**src/rtl/id_stage.sv**
```systemverilog
// rtl/id_stage.sv - MIPS instruction-decode stage with ID/EX pipeline register
//
// Splits if_instr into fields, drives the register-file read addresses
// combinationally, decodes control, extends the immediate and registers
// everything into ID/EX. Detects load-use hazards (id_stall) and accepts a
// branch flush from EX.
//
// Ports:
//   clk, rst                       clock, synchronous active-high reset
//   if_valid, if_instr, if_pc4     fetched instruction from IF
//   flush                          kill the instruction in ID
//   id_stall                       IF must hold PC/instruction this cycle
//   rf_read_reg1/2, rf_read_data1/2  register-file read ports
//   wb_write_en/reg/data           writeback bus (bypass source)
//   ex_*                           ID/EX pipeline register outputs
//
// Optional feature: define WB_BYPASS_EN to forward same-cycle writeback data
// into the operands.
module id_stage #(
    parameter int DATA_W = 32,
    parameter int REG_W  = 5
) (
    input  logic              clk,
    input  logic              rst,
    input  logic              if_valid,
    input  logic [31:0]       if_instr,
    input  logic [31:0]       if_pc4,
    input  logic              flush,
    output logic              id_stall,
    output logic [REG_W-1:0]  rf_read_reg1,
    output logic [REG_W-1:0]  rf_read_reg2,
    input  logic [DATA_W-1:0] rf_read_data1,
    input  logic [DATA_W-1:0] rf_read_data2,
    input  logic              wb_write_en,
    input  logic [REG_W-1:0]  wb_write_reg,
    input  logic [DATA_W-1:0] wb_write_data,
    output logic              ex_valid,
    output logic [31:0]       ex_pc4,
    output logic [DATA_W-1:0] ex_rs_data,
    output logic [DATA_W-1:0] ex_rt_data,
    output logic [31:0]       ex_imm,
    output logic [REG_W-1:0]  ex_rs,
    output logic [REG_W-1:0]  ex_rt,
    output logic [REG_W-1:0]  ex_dst,
    output logic [2:0]        ex_alu_op,
    output logic              ex_alu_src,
    output logic              ex_mem_read,
    output logic              ex_mem_write,
    output logic              ex_mem_to_reg,
    output logic              ex_reg_write,
    output logic              ex_branch,
    output logic              ex_illegal
);
    localparam logic [2:0] ALU_ADD = 3'd0, ALU_SUB = 3'd1, ALU_AND = 3'd2,
                           ALU_OR  = 3'd3, ALU_SLT = 3'd4, ALU_NOR = 3'd5,
                           ALU_LUI = 3'd6;

    logic [5:0]       opcode, funct;
    logic [REG_W-1:0] rs, rt, rd;

    assign opcode = if_instr[31:26];
    assign rs     = if_instr[25:21];
    assign rt     = if_instr[20:16];
    assign rd     = if_instr[15:11];
    assign funct  = if_instr[5:0];

    assign rf_read_reg1 = rs;
    assign rf_read_reg2 = rt;

    // Decoded control (before bubble insertion)
    logic [2:0]       dec_alu_op;
    logic             dec_alu_src, dec_mem_read, dec_mem_write, dec_mem_to_reg;
    logic             dec_reg_write, dec_branch, dec_illegal;
    logic [REG_W-1:0] dec_dst;
    logic [31:0]      dec_imm;
    logic             rs_used, rt_used;

    always_comb begin
        dec_alu_op     = ALU_ADD;
        dec_alu_src    = 1'b0;
        dec_mem_read   = 1'b0;
        dec_mem_write  = 1'b0;
        dec_mem_to_reg = 1'b0;
        dec_reg_write  = 1'b0;
        dec_branch     = 1'b0;
        dec_illegal    = 1'b0;
        dec_dst        = '0;
        dec_imm        = {{16{if_instr[15]}}, if_instr[15:0]};
        rs_used        = 1'b1;
        rt_used        = 1'b0;
        case (opcode)
            6'h00: begin
                rt_used       = 1'b1;
                dec_dst       = rd;
                dec_reg_write = 1'b1;
                case (funct)
                    6'h20: dec_alu_op = ALU_ADD;
                    6'h22: dec_alu_op = ALU_SUB;
                    6'h24: dec_alu_op = ALU_AND;
                    6'h25: dec_alu_op = ALU_OR;
                    6'h2A: dec_alu_op = ALU_SLT;
                    6'h27: dec_alu_op = ALU_NOR;
                    default: begin
                        dec_illegal   = 1'b1;
                        dec_reg_write = 1'b0;
                        dec_dst       = '0;
                    end
                endcase
            end
            6'h08, 6'h0A, 6'h0C, 6'h0D, 6'h0F, 6'h23: begin
                dec_dst       = rt;
                dec_alu_src   = 1'b1;
                dec_reg_write = 1'b1;
                case (opcode)
                    6'h0A: dec_alu_op = ALU_SLT;
                    6'h0C: begin
                        dec_alu_op = ALU_AND;
                        dec_imm    = {16'h0, if_instr[15:0]};
                    end
                    6'h0D: begin
                        dec_alu_op = ALU_OR;
                        dec_imm    = {16'h0, if_instr[15:0]};
                    end
                    6'h0F: begin
                        dec_alu_op = ALU_LUI;
                        dec_imm    = {if_instr[15:0], 16'h0};
                        rs_used    = 1'b0;
                    end
                    6'h23: begin
                        dec_mem_read   = 1'b1;
                        dec_mem_to_reg = 1'b1;
                    end
                    default: dec_alu_op = ALU_ADD;
                endcase
            end
            6'h2B: begin
                dec_alu_src   = 1'b1;
                dec_mem_write = 1'b1;
                rt_used       = 1'b1;
            end
            6'h04: begin
                dec_alu_op = ALU_SUB;
                dec_branch = 1'b1;
                rt_used    = 1'b1;
            end
            default: dec_illegal = 1'b1;
        endcase
    end

    // Operand selection; the $0 rule always wins
    logic [DATA_W-1:0] op_a, op_b;
`ifdef WB_BYPASS_EN
    logic byp_a, byp_b;
    assign byp_a = wb_write_en && (wb_write_reg != '0) && (wb_write_reg == rs);
    assign byp_b = wb_write_en && (wb_write_reg != '0) && (wb_write_reg == rt);
    assign op_a  = (rs == '0) ? '0 : (byp_a ? wb_write_data : rf_read_data1);
    assign op_b  = (rt == '0) ? '0 : (byp_b ? wb_write_data : rf_read_data2);
`else
    logic unused_wb;
    assign unused_wb = ^{wb_write_en, wb_write_reg, wb_write_data};
    assign op_a = (rs == '0) ? '0 : rf_read_data1;
    assign op_b = (rt == '0) ? '0 : rf_read_data2;
`endif

    // Load-use hazard against the load currently in EX
    logic hazard, bubble;
    assign hazard = ex_valid && ex_mem_read && (ex_rt != '0) && if_valid &&
                    ((rs_used && (rs == ex_rt)) || (rt_used && (rt == ex_rt)));
    assign id_stall = hazard && !flush;
    assign bubble   = flush || hazard || !if_valid;

    // ID/EX register: control is zeroed on a bubble, data fields load freely
    logic [9:0] ctrl_d, ctrl_q;
    logic       valid_d, valid_q;
    assign valid_d = !bubble;
    assign ctrl_d  = bubble ? 10'd0 :
                     {dec_alu_op, dec_alu_src, dec_mem_read, dec_mem_write,
                      dec_mem_to_reg, dec_reg_write && (dec_dst != '0),
                      dec_branch, dec_illegal};

    logic [31:0]       pc4_q, imm_q;
    logic [DATA_W-1:0] rs_data_q, rt_data_q;
    logic [REG_W-1:0]  rs_q, rt_q, dst_q;

    always_ff @(posedge clk) begin
        if (rst) begin
            valid_q   <= 1'b0;
            ctrl_q    <= '0;
            pc4_q     <= '0;
            imm_q     <= '0;
            rs_data_q <= '0;
            rt_data_q <= '0;
            rs_q      <= '0;
            rt_q      <= '0;
            dst_q     <= '0;
        end else begin
            valid_q   <= valid_d;
            ctrl_q    <= ctrl_d;
            pc4_q     <= if_pc4;
            imm_q     <= dec_imm;
            rs_data_q <= op_a;
            rt_data_q <= op_b;
            rs_q      <= rs;
            rt_q      <= rt;
            dst_q     <= dec_dst;
        end
    end

    assign ex_valid   = valid_q;
    assign ex_pc4     = pc4_q;
    assign ex_imm     = imm_q;
    assign ex_rs_data = rs_data_q;
    assign ex_rt_data = rt_data_q;
    assign ex_rs      = rs_q;
    assign ex_rt      = rt_q;
    assign ex_dst     = dst_q;
    assign {ex_alu_op, ex_alu_src, ex_mem_read, ex_mem_write, ex_mem_to_reg,
            ex_reg_write, ex_branch, ex_illegal} = ctrl_q;
endmodule

```
**config.mk**
```make
export PLATFORM = sky130hd
export DESIGN_NAME = id_stage
export DESIGN_NICKNAME = d
export VERILOG_FILES = /design/src/rtl/id_stage.sv
export SDC_FILE = /design/constraint.sdc
export NUM_CORES = 1
export LEC_CHECK = 0
export CORE_AREA = 2 2 130 132
export CTS_CLUSTER_DIAMETER = 120
export DETAILED_ROUTE_END_ITERATION = 7
export DIE_AREA = 0 0 132 134
export GPL_ROUTABILITY_DRIVEN = 1
export HOLD_SLACK_MARGIN = 0.02
export PLACE_DENSITY = 0.72
export SYNTH_ARGS = -nofsm -noshare
export SYNTH_HDL_FRONTEND = slang
export SYNTH_SLANG_ARGS = --single-unit
```
**constraint.sdc**
```tcl
create_clock -name clk -period 1.65 [get_ports clk]
set_input_delay 0.2475 -clock clk [delete_from_list [all_inputs] [get_ports clk]]
set_output_delay 0.2475 -clock clk [all_outputs]
set_load 0.02 [all_outputs]
```
======== Word level (Yosys, flattened, before mapping) ========
Cells that the tools add are included.
operators by class
  $add $sub $neg .......................... 0
  $mul .................................... 0
  divide/modulo/power cells ............... 0
  order comparisons ....................... 0
  eq/ne operators ......................... 16
  shift operators ......................... 0
  mux-type cells .......................... 19
  bitwise gates (word level) .............. 0
  reduce and logical (&&, ||, !) cells .... 28
operators by type and width
  kind                number
  $pmux 32 s2         1
  $eq 6x6->1 const B  8
  $mux 32             1
  $eq 6x4->1 const B  5
  $pmux 3 s5          1
  $pmux 3 s4          1
  $reduce_or 6->1     2
  $eq 5x5->1          2
  $logic_not 5->1     2
  $mux 1              10
  $pmux 5 s2          1
  $reduce_bool 5->1   2
  $pmux 3 s3          1
  $logic_and 1x1->1   8
  $reduce_or 2->1     4
  $reduce_or 8->1     1
  $reduce_or 7->1     1
  $eq 6x3->1 const B  1
  $logic_not 6->1     1
  $mux 5              1
  $pmux 1 s2          2
  $logic_not 1->1     3
  $logic_or 1x1->1    3
  $reduce_or 3->1     1
storage, ports and cells
  flip-flop bits (word level) ............. 154
  bits in latches ......................... 0
  bits in writable memories ............... 0
  ROM bits ................................ 0
  bits of input ports ..................... 170
  logic and storage cells ................. 72
  memories kept ........................... 0

======== Longest topological paths before layout ========
Gate-level depths: netlist of run 1.
  depth after elaboration ................. 9
  mapped depth ............................ 7
  depth with buffers taken out ............ 5

======== Worst setup path after synthesis of run 1 ========
Ideal clock, no wire load.
  path kind ............................... register -> output
  start point ............................. register rt_q[0], in the netlist ex_rt[0]
  end point ............................... output port id_stall
  arrival time ............................ 1.718 ns
  path slack .............................. -0.315 ns
  stages on the path, launching flop included .. 6
  cells stage by stage .................... dfxtp_1 -> xnor2_1 -> nand4_1 -> nor2_1 -> or3b_2 -> a21oi_1
on the way
  cells in the longest elaborated chain, start to end .. 5
  elaborated cells on any way between the ends .. 10
RTL lines
  element                                                       RTL line  RTL
  start: declaration                                            183       logic [REG_W-1:0] rs_q, rt_q, dst_q;
  start signal: assignment                                      204       rt_q <= rt;
  $eq 5x5->1 / $reduce_bool 5->1 (equally long branches)        168, 167
  $logic_and 1x1->1, on equally long branches                   168, 167
  $logic_or 1x1->1 / $logic_and 1x1->1 (equally long branches)  168, 167
  $logic_and 1x1->1 *                                           167       assign hazard = ex_valid && ex_mem_read && (ex_rt != '0) && if_valid &&
  $logic_and 1x1->1 *                                           169       assign id_stall = hazard && !flush;
  end: declaration                                              29        output logic id_stall,
Every way passes the cells marked *; elsewhere a longest branch is shown, timed or not.

======== Worst setup path after layout of run 1 ========
  start point ............................. register rt_q[4], in the netlist ex_rt[4]
  end point ............................... output port id_stall
Same word-level chain as after synthesis.

==> summary.md, run 1 <==
| Metric | Value |
|---|---|
| Worst slew pin tran | `around 550 ps` |
| Total number of vias | `4273` |
| Peak supply drop | `0.000635 V` |
| Crit-path max FO | `2` |
| Syn-to-layout area delta | `91.7%` |
| First-pass DRT Iterations | `4` |
| Grt met2 use | `0.281` |
| Die height | `134 um` |
| Reg clk slew, reported paths | `60 ps` |
| Crit path kind | `reg -> out` |
| Met1 Use GR | `0.179` |
| Post-Route WL | `14800 um` |
| Final period util | `1.30` |
| Worst Path Required | `1400 ps` |
| Top achievable clock speed | `465 MHz` |
| GR peak layer | `met2` |
| Logic pwr share | `0.147` |
| Top-Level Pins | `~340` |
| Startpoint types | `flop` |
| Clk sinks | `between 150 and 200` |
| GR Layer Usage met3 | `0.0828` |
| Final #Nets | `969` |
| Fraction of layout cells with a size suffix above 1 | `0.166` |
| Post-synth ARST share | `0` |
| Synth top area share | `0.635` |
| Cts bufs inserted | `17` |
| Status | `finished, violations left` |
| Reg power frac | `0.401` |
| Final ANT Viol Nets | `0` |
| I/O Buffers | `roughly 300` |
| Die X | `132 um` |
| Vias in the first global route | `4172` |
| Worst-Skew Late Latency | `410 ps` |
| Yosys Warn Count | `0` |
| Top FF cell, synth | `dfxtp_1` |
| DR vias/cell | `4.14` |
| Pin count of the biggest net entering global routing | `33` |
| DRT iter0 DRCs | `142` |
| Dpl hpwl | `11600 um` |
| Mapped cell area | `between 4000 and 5000 um^2` |
| RSZ-0062 raised after global routing | `yes` |
| FF+latch count, synth | `approximately 150` |
| Leakage Power | `3.84 nW` |
| Hold WC Path Type | `in -> reg` |
| Slew Limit Fails | `0` |
| Failing checks | `setup timing` |
| Layout Cells excl Fill | `1032` |
| Routability cong. | `0.815` |
| Endpoints failing hold | `0` |
| Placed insts | `988` |
| Num rows | `47` |
| Overflow left after global routing | `0` |
| Synth top area cells | `dfxtp_1 (63%), and2_1 (9.6%), nor2b_1 (5.7%)` |
| Signal arrival time at the worst endpoint | `1900 ps` |
| Final setup vio count | `11` |
| First-pass GRT wire length | `22300 um` |
| Fillers | `1452` |
| Synth unique cells | `43` |
| Commonest non-fill, non-tap cell in the layout | `clkdlybuf4s50_1` |
| Wire length per cell | `14.4 um` |
| Post-synth top area cell | `dfxtp_1` |
| Min cycle time layout | `2150 ps` |
| Core ar. | `16300 um^2` |
| Max Cap Violations | `0` |
| Initial antenna violation count | `0` |
| Synth Instances | `about 440` |
| Tot Pwr | `about 0.0098 W` |
| CTS root buffer | `clkbuf_16` |
| Sw frac | `0.225` |
| Total GRT Usage | `0.166` |
| DRC | `0` |
| P_int | `0.00760 W` |
| Crit path capture type | `output pin` |
| Pwr dens | `1060 nW/um^2` |
| Htree depth | `4` |
| Synth Area per Inst | `10.9 um^2` |
| Die area | `between 15000 and 20000 um^2` |
| CTS tree | `done` |
| # hold bufs at CTS | `0` |
| EDFF count, synth | `0` |
| Clock Tree Buf Depth | `2` |
| Final Worst Setup Slack | `-499 ps` |
| Initial core utilization | `0.296` |
| Synthesized Nets | `612` |
| Net switching power | `0.00221 W` |
| Clock Power Share | `0.452` |
| Layout Skew | `about 3.6 ps` |
| Rel. slew slack | `0.635` |
| Post-synthesis sequential area ratio | `0.635` |
| Commonest non-fill, non-tap cells in the layout | `clkdlybuf4s50_1 (267), dfxtp_1 (147), and2_1 (74)` |
## worst max-delay path, cell delays in order (launching register included)
cell      delay, ps
dfxtp_2         330
buf_6           110
or4_4           550
o21bai_1        170
or3b_4          160
a21oi_4          50
buf_6           130
## kinds of logic after synthesis
family | after synthesis | synth area share
and+or+nand+nor | 209 | 0.257
xor gates and xnor gates | 12 | 0.0218
AOI/OAI and AO/OA | 34 | 0.0472
buffers and inverters | 33 | 0.0376
muxes | 1 | 0.00233
DFF | 153 | 0.635
## state kept, by name, indices dropped and copies added, names as in the netlist
name and count:
ex_pc4 32, ex_rt 5, ex_rs_data 32, ex_rs 5
ex_dst 5, ex_rt_data 32, ctrl_q 9, ex_imm 32
ex_valid 1
## final cells by class
class,instances,area [um^2],share of cell area
Inverter,2,7.51,0.000811
Tap cell,220,275,0.0297
Sequential cell,153,3070,0.332
Antenna cell,1,2.50,0.000270
Clock buffer,18,439,0.0475
Timing Repair Buffer,368,3550,0.384
Clock inverter,13,239,0.0258
Multi-Input combinational cell,257,1670,0.180
## repair_timing
item | CTS | global route
gates resized for setup | 31 | 23
endpoints found under the setup margin | 38 | 63
buffers inserted | 4 | 7
pin swaps | 9 | 9
gates cloned | 0 | 1
## per-layer routing
layer  part of all wire  vias to the layer above
met5                  0                        -
met4              0.016                        0
met3               0.11                       18
met2               0.50                      198
met1               0.37                     1928
li1                   -                     2129
## cell usage after synthesis (2+ instances only)
cell      number
a211oi_1       2
a21oi_1        9
a22oi_1        5
and2_1        74
and3b_1        2
buf_2          4
buf_4         12
clkbuf_1      14
dfxtp_1      153
inv_1          2
nand2_1       25
nand2b_1       8
nand3_1        2
nand4_1        3
nor2_1        27
nor2b_1       44
nor3_1         4
nor3b_1        3
o21ai_0       11
or3b_2         2
or4_1          4
xnor2_1        7
xor2_1         5
## power groups by stage
| stage | sequential [W] | combinational, W | clock [W] |
|---|---|---|---|
| 2_1_floorplan | 0.00427 | 0.000284 | 0 |
| 3_3_place_gp | 0.00401 | 0.00141 | 0 |
| 3_5_place_dp | 0.00402 | 0.00142 | 0 |
| 4_1_cts | 0.00394 | 0.00143 | 0.00455 |
| 5_1_grt | 0.00395 | 0.00153 | 0.00471 |
| 6_report | 0.00393 | 0.00144 | 0.00444 |
## per-stage QoR
step	setup WS [ps]	TNS (ps)	utilization	hold slack (ps)	area, um^2
floorplan	-0.875	-0.875	-	355	4850
detailed placement	-1050	-31990	0.515	767	8390
global placement	-1110	-32050	0.515	759	8390
CTS	-562	-1670	0.559	327	9110
global route	-572	-2260	0.568	323	9250
finish	-499	-1400	0.568	300	9260
## worst paths after layout
path,startpoint,end,slack [ps],cells after the start
setup / recovery,ex_rt[4],id_stall,-500,6
hold reg to reg,ex_rt[2],ctrl_q[7],960,5
hold / removal,if_instr[28],ctrl_q[4],300,5
setup reg to reg,ex_rt[4],ctrl_q[1],-150,6
No activity file was read; power rests on OpenSTA's default activity.
==> run 2, diff against run 1 <==
--- a/config.mk
+++ b/config.mk
@@ -11,7 +11,9 @@
 export DIE_AREA = 0 0 132 134
 export GPL_ROUTABILITY_DRIVEN = 1
 export HOLD_SLACK_MARGIN = 0.02
+export MAX_ROUTING_LAYER = met4
 export PLACE_DENSITY = 0.72
 export SYNTH_ARGS = -nofsm -noshare
 export SYNTH_HDL_FRONTEND = slang
 export SYNTH_SLANG_ARGS = --single-unit
+export TNS_END_PERCENT = 30
==> run 2 against run 1 <==
Net effect: clock-buffer cell count did not move; largest power group unchanged; combinational power barely moved; power barely moved; final area fell by 0.24%; the run still ends with setup timing left; sequential power barely moved; highest routed layer unchanged.
==> summary.md, run 2 (synthesis results as in run 1) <==
| Metric | Value |
|---|---|
| Failing checks | `setup timing (unchanged)` |
| Crit path capture type | `output pin (unchanged)` |
| Die height | `134 um (unchanged)` |
| Num rows | `47 (unchanged)` |
| Post-Route WL | `14900 um (was 14800 um)` |
| First-pass DRT Iterations | `4 (unchanged)` |
| Final #Nets | `967 (was 969)` |
| Hold WC Path Type | `in -> reg (unchanged)` |
| Routability cong. | `0.827 (was 0.815)` |
| Post-placement cell area | `8390 um^2 (unchanged)` |
| Wire length per cell | `14.4 um (about the same)` |
| Initial antenna violation count | `0 (unchanged)` |
| Htree depth | `4 (unchanged)` |
| Vias in the first global route | `4191 (was 4172)` |
| Final Worst Setup Slack | `-497 ps (was -499 ps)` |
| Final setup vio count | `11 (unchanged)` |
| Fraction of layout cells with a size suffix above 1 | `0.164 (was 0.166)` |
| Worst hold slack | `225 ps (was 300 ps)` |
| Place WS | `-1050 ps (unchanged)` |
| CP most frequent cell | `buf_6 (unchanged)` |
| Cell chain of the critical path | `buf_6 -> or4_4 -> o21bai_1 -> or3b_4 -> a21oi_4 -> buf_6 (unchanged)` |
| Worst Path Required | `1400 ps (about the same)` |
| Dpl hpwl | `11600 um (unchanged)` |
| First-pass GRT wire length | `22300 um (about the same)` |
| CTS root buffer | `clkbuf_16 (unchanged)` |
| Commonest non-fill, non-tap cells in the layout | `clkdlybuf4s50_1 (268), dfxtp_1 (147), and2_1 (74) (was clkdlybuf4s50_1 (267), dfxtp_1 (147), and2_1 (74))` |
| Final instance area | `9230 um^2 (was 9260 um^2)` |
| Startpoint types | `flop (unchanged)` |
| Overflow left after global routing | `0 (unchanged)` |
| RSZ-0062 raised after global routing | `yes (unchanged)` |
| Worst slew pin tran | `607 ps (was 545 ps)` |
| CTS tree | `done (unchanged)` |
| Slew Limit Fails | `0 (unchanged)` |
| Commonest non-fill, non-tap cell in the layout | `clkdlybuf4s50_1 (unchanged)` |
| Endpoints failing hold | `0 (unchanged)` |
| Total GRT Usage | `0.171 (was 0.166)` |
| Worst-Skew Late Latency | `410 ps (about the same)` |
| Cts bufs inserted | `17 (unchanged)` |
| Peak supply drop | `0.000633 V (was 0.000635 V)` |
| CP peak stage delay | `550 ps (about the same)` |
| Clock Tree Buf Depth | `2 (unchanged)` |
| Pwr dens | `1060 nW/um^2 (about the same)` |
| Die area | `17700 um^2 (unchanged)` |
| Total number of vias | `4272 (was 4273)` |
| Crit path kind | `reg -> out (unchanged)` |
| Min cycle time layout | `2150 ps (about the same)` |
| Crit-path max FO | `2 (unchanged)` |
| DRT iter0 DRCs | `158 (was 142)` |
| DR vias/cell | `4.15 (was 4.14)` |
| Syn-to-layout area delta | `91.3% (was 91.7%)` |
| Top achievable clock speed | `466 MHz (was 465 MHz)` |
| Worst-path cell with the longest stage delay | `or4_4 (unchanged)` |
| DRC | `0 (unchanged)` |
| Signal arrival time at the worst endpoint | `1900 ps (about the same)` |
| Top-Level Pins | `335 (unchanged)` |
| Reg clk slew, reported paths | `60 ps (about the same)` |
| Initial core utilization | `0.296 (unchanged)` |
| Status | `finished, violations left (unchanged)` |
| Max Cap Violations | `0 (unchanged)` |
| I/O Buffers | `296 (unchanged)` |
| Die X | `132 um (unchanged)` |
| Final period util | `1.30 (about the same)` |
| Leakage Power | `3.82 nW (was 3.84 nW)` |
| Pin count of the biggest net entering global routing | `33 (unchanged)` |
| Clk sinks | `153 (unchanged)` |
| Fillers | `1453 (was 1452)` |
| Layout Skew | `4.04 ps (was 3.58 ps)` |
| Core ar. | `16300 um^2 (unchanged)` |
| Final ANT Viol Nets | `0 (unchanged)` |
| Rel. slew slack | `0.594 (was 0.635)` |
run 2: what timing repair did:
action | CTS | global route
hold buffers | 0 | 0
gates resized for setup | 32 | 20
gates cloned | 0 | 1
pin swaps | 12 | 9
buffers inserted | 3 | 6
setup endpoints to repair | 38 | 63
run 2: final cells by class:
type,instances,area (um^2),area share
diodes,1,2.50,0.000271
clock buffers,18,439,0.0476
clock inverters,13,239,0.0259
inverters,2,7.51,0.000813
multi-input cells,257,1660,0.180
flip-flops and latches,153,3070,0.333
well taps,220,275,0.0298
repair buffers,366,3530,0.383
run 2: worst paths after layout:
path                            slack, ps          from  cells past startpoint         end
worst max register to register       -190      ex_rt[4]                      6   ctrl_q[1]
worst min register to register        980      ex_rt[2]                      5   ctrl_q[7]
worst max-delay path                 -500      ex_rt[4]                      6    id_stall
worst min-delay path                  230  if_instr[29]                      3  ex_imm[31]
run 2: power by group:
| group | internal [W] | leakage, nW | total [W] | switching (W) |
|---|---|---|---|---|
| sequential | 0.00389 | 1.27 | 0.00393 | 0.0000486 |
| combinational | 0.000817 | 2.22 | 0.00144 | 0.000619 |
| clock | 0.00290 | 0.330 | 0.00444 | 0.00154 |
| total | 0.00760 | 3.82 | 0.00981 | 0.00221 |
run 2: worst max-delay path, delay by kind of cell (launching register included):
| kind | cells | cell delay [ps] |
|---|---|---|
| AOI/OAI and AO/OA | 2 | 220 |
| buffers and inverters | 2 | 240 |
| DFF | 1 | 330 |
| and+or+nand+nor | 2 | 710 |
run 2: through the flow:
| step | std cells | power (W) | setup TNS, ps | util |
|---|---|---|---|---|
| after floorplan | 442 | 0.00455 | -0.875 | - |
| after global placement | 988 | 0.00543 | -32050 | 0.515 |
| after detailed placement | 988 | 0.00544 | -31990 | 0.515 |
| after CTS | 1022 | 0.00992 | -1620 | 0.559 |
| after global routing | 1029 | 0.0102 | -2560 | 0.567 |
| final | 1030 | 0.00981 | -1660 | 0.567 |
run 2: per-layer routing:
| layer | routed length (um) | share of wire | vias up | global-route usage |
|---|---|---|---|---|
| met2 | 7440 | 0.50 | 193 | 0.281 |
| met3 | 1240 | 0.083 | 15 | 0.0616 |
| met5 | 0 | 0 | - | - |
| li1 | - | - | 2131 | - |
| met4 | 212 | 0.014 | 0 | 0.0592 |
| met1 | 5990 | 0.40 | 1933 | 0.192 |
==> run 3, diff against run 2 <==
--- a/config.mk
+++ b/config.mk
@@ -11,7 +11,6 @@
 export DIE_AREA = 0 0 132 134
 export GPL_ROUTABILITY_DRIVEN = 1
 export HOLD_SLACK_MARGIN = 0.02
-export MAX_ROUTING_LAYER = met4
 export PLACE_DENSITY = 0.72
 export SYNTH_ARGS = -nofsm -noshare
 export SYNTH_HDL_FRONTEND = slang
==> run 3 against run 2 <==
Net effect: the flow still finishes with violations (setup timing); setup slack got worse by 0.76 ps; power about the same; fmax is essentially flat; hold slack worse by 1.3 ps; sequential share of layout area unchanged; sequential cell count did not move; first-iteration DRC count fell by 10%; die area unchanged.
==> summary.md, run 3 (synthesis results as in run 1) <==
| Metric | Value |
|---|---|
| Final setup vio count | `11 (unchanged)` |
| Reg power frac | `0.401 (about the same)` |
| Die height | `134 um (unchanged)` |
| Total GRT Usage | `0.166 (was 0.171)` |
| Die area | `17700 um^2 (unchanged)` |
| Clock Power Share | `0.452 (about the same)` |
| Worst Path Required | `1400 ps (about the same)` |
| Startpoint types | `flop (unchanged)` |
| Clock Tree Buf Depth | `2 (unchanged)` |
| Leakage Power | `3.82 nW (unchanged)` |
| Final Worst Setup Slack | `-498 ps (was -497 ps)` |
| Rel. slew slack | `0.595 (was 0.594)` |
| Vias in the first global route | `4166 (was 4191)` |
| Worst slew pin tran | `606 ps (was 607 ps)` |
| Wire length per cell | `14.4 um (about the same)` |
| Worst-Skew Late Latency | `410 ps (about the same)` |
| Dpl hpwl | `11600 um (unchanged)` |
| Initial antenna violation count | `0 (unchanged)` |
| Fraction of layout cells with a size suffix above 1 | `0.164 (unchanged)` |
| CTS tree | `done (unchanged)` |
| Post-Route WL | `14800 um (was 14900 um)` |
| Top achievable clock speed | `466 MHz (about the same)` |
| Initial core utilization | `0.296 (unchanged)` |
| DR vias/cell | `4.14 (was 4.15)` |
| Max Cap Violations | `0 (unchanged)` |
| Layout Skew | `4.45 ps (was 4.04 ps)` |
| Final period util | `1.30 (about the same)` |
| Total number of vias | `4267 (was 4272)` |
| Slew Limit Fails | `0 (unchanged)` |
| Crit path capture type | `output pin (unchanged)` |
| # hold bufs at CTS | `0 (unchanged)` |
| Pwr dens | `1060 nW/um^2 (about the same)` |
| Failing checks | `setup timing (unchanged)` |
| Net switching power | `0.00221 W (about the same)` |
| Crit path kind | `reg -> out (unchanged)` |
| Reg clk slew, reported paths | `60 ps (about the same)` |
| Peak supply drop | `0.000634 V (was 0.000633 V)` |
| Place WS | `-1050 ps (unchanged)` |
| Num rows | `47 (unchanged)` |
| Final core utilization | `0.567 (unchanged)` |
| Htree depth | `4 (unchanged)` |
| Worst Reg-to-Reg Cells | `6 (unchanged)` |
| Status | `finished, violations left (unchanged)` |
| DRT iter0 DRCs | `142 (was 158)` |
| Worst hold path depth | `3 (unchanged)` |
| Clk sinks | `153 (unchanged)` |
| P_int | `0.00760 W (about the same)` |
| Endpoints failing hold | `0 (unchanged)` |
| Logic pwr share | `0.146 (about the same)` |
| Final ANT Viol Nets | `0 (unchanged)` |
| Hold WC Path Type | `in -> reg (unchanged)` |
| I/O Buffers | `296 (unchanged)` |
| Routability cong. | `0.815 (was 0.827)` |
| Overflow left after global routing | `0 (unchanged)` |
| Pin count of the biggest net entering global routing | `33 (unchanged)` |
| Cts bufs inserted | `17 (unchanged)` |
| Die X | `132 um (unchanged)` |
| Sw frac | `0.225 (about the same)` |
| Final #Nets | `967 (unchanged)` |
| RSZ-0062 raised after global routing | `yes (unchanged)` |
| Commonest non-fill, non-tap cell in the layout | `clkdlybuf4s50_1 (unchanged)` |
| CTS root buffer | `clkbuf_16 (unchanged)` |
| Signal arrival time at the worst endpoint | `1900 ps (about the same)` |
| Core ar. | `16300 um^2 (unchanged)` |
| Commonest non-fill, non-tap cells in the layout | `clkdlybuf4s50_1 (268), dfxtp_1 (147), and2_1 (74) (unchanged)` |
| Top-Level Pins | `335 (unchanged)` |
| First-pass GRT wire length | `22300 um (about the same)` |
| Crit-path max FO | `2 (unchanged)` |
| Min cycle time layout | `2150 ps (about the same)` |
| DRC | `0 (unchanged)` |
| First-pass DRT Iterations | `4 (unchanged)` |
| Syn-to-layout area delta | `91.3% (unchanged)` |
## run 3: final cells by class
class | count | area (um^2)
inverter | 2 | 7.51
clock inverter | 13 | 239
sequential | 153 | 3070
clock buffer | 18 | 439
multi-input combinational | 257 | 1660
timing repair buffer | 366 | 3530
fill | 1453 | 7060
tap | 220 | 275
antenna | 1 | 2.50
## run 3: worst paths after layout
path / startpoint / to / slack (ps)
max: ex_rt[4] / id_stall / -500
min reg2reg: ex_rt[2] / ctrl_q[7] / 980
max reg2reg: ex_rt[4] / ctrl_q[1] / -190
min: if_instr[29] / ex_imm[31] / 220
## run 3: through the flow
step	hold slack (ps)	TNS, ps	cell area (um^2)	std cells	total power (W)
2_1_floorplan	355	-0.875	4850	442	0.00455
3_3_place_gp	759	-32050	8390	988	0.00543
3_5_place_dp	767	-31990	8390	988	0.00544
4_1_cts	327	-1620	9110	1022	0.00992
5_1_grt	234	-2560	9230	1029	0.0102
6_report	224	-1660	9230	1030	0.00981
## run 3: power groups by stage
stage                     clock network, W  registers (W)  logic [W]
final                              0.00444        0.00393    0.00143
after global routing               0.00471        0.00395    0.00153
after CTS                          0.00455        0.00394    0.00143
after detailed placement                 0        0.00402    0.00142
after global placement                   0        0.00401    0.00141
after floorplan                          0        0.00427   0.000284
## run 3: what timing repair did
action / in CTS / in global routing
pin swaps: 12 / 9
resized for setup: 32 / 20
buffers inserted: 3 / 6
endpoints found under the setup margin: 38 / 63
endpoints found under the hold margin: 0 / 0
gates cloned: 0 / 1
## run 3: critical path, stage by stage, from the launching register on
cell,delay (ps)
dfxtp_2,330
buf_6,110
or4_4,550
o21bai_1,170
or3b_4,160
a21oi_4,50
buf_6,130
## run 3: metal layers
layer  up-vias  global-route usage  part of all wire
met2       197               0.281              0.50
li1       2128                   -                 -
met5         -                   0                 0
met4         0              0.0592             0.012
met3        14              0.0828              0.11
met1      1928               0.179              0.38
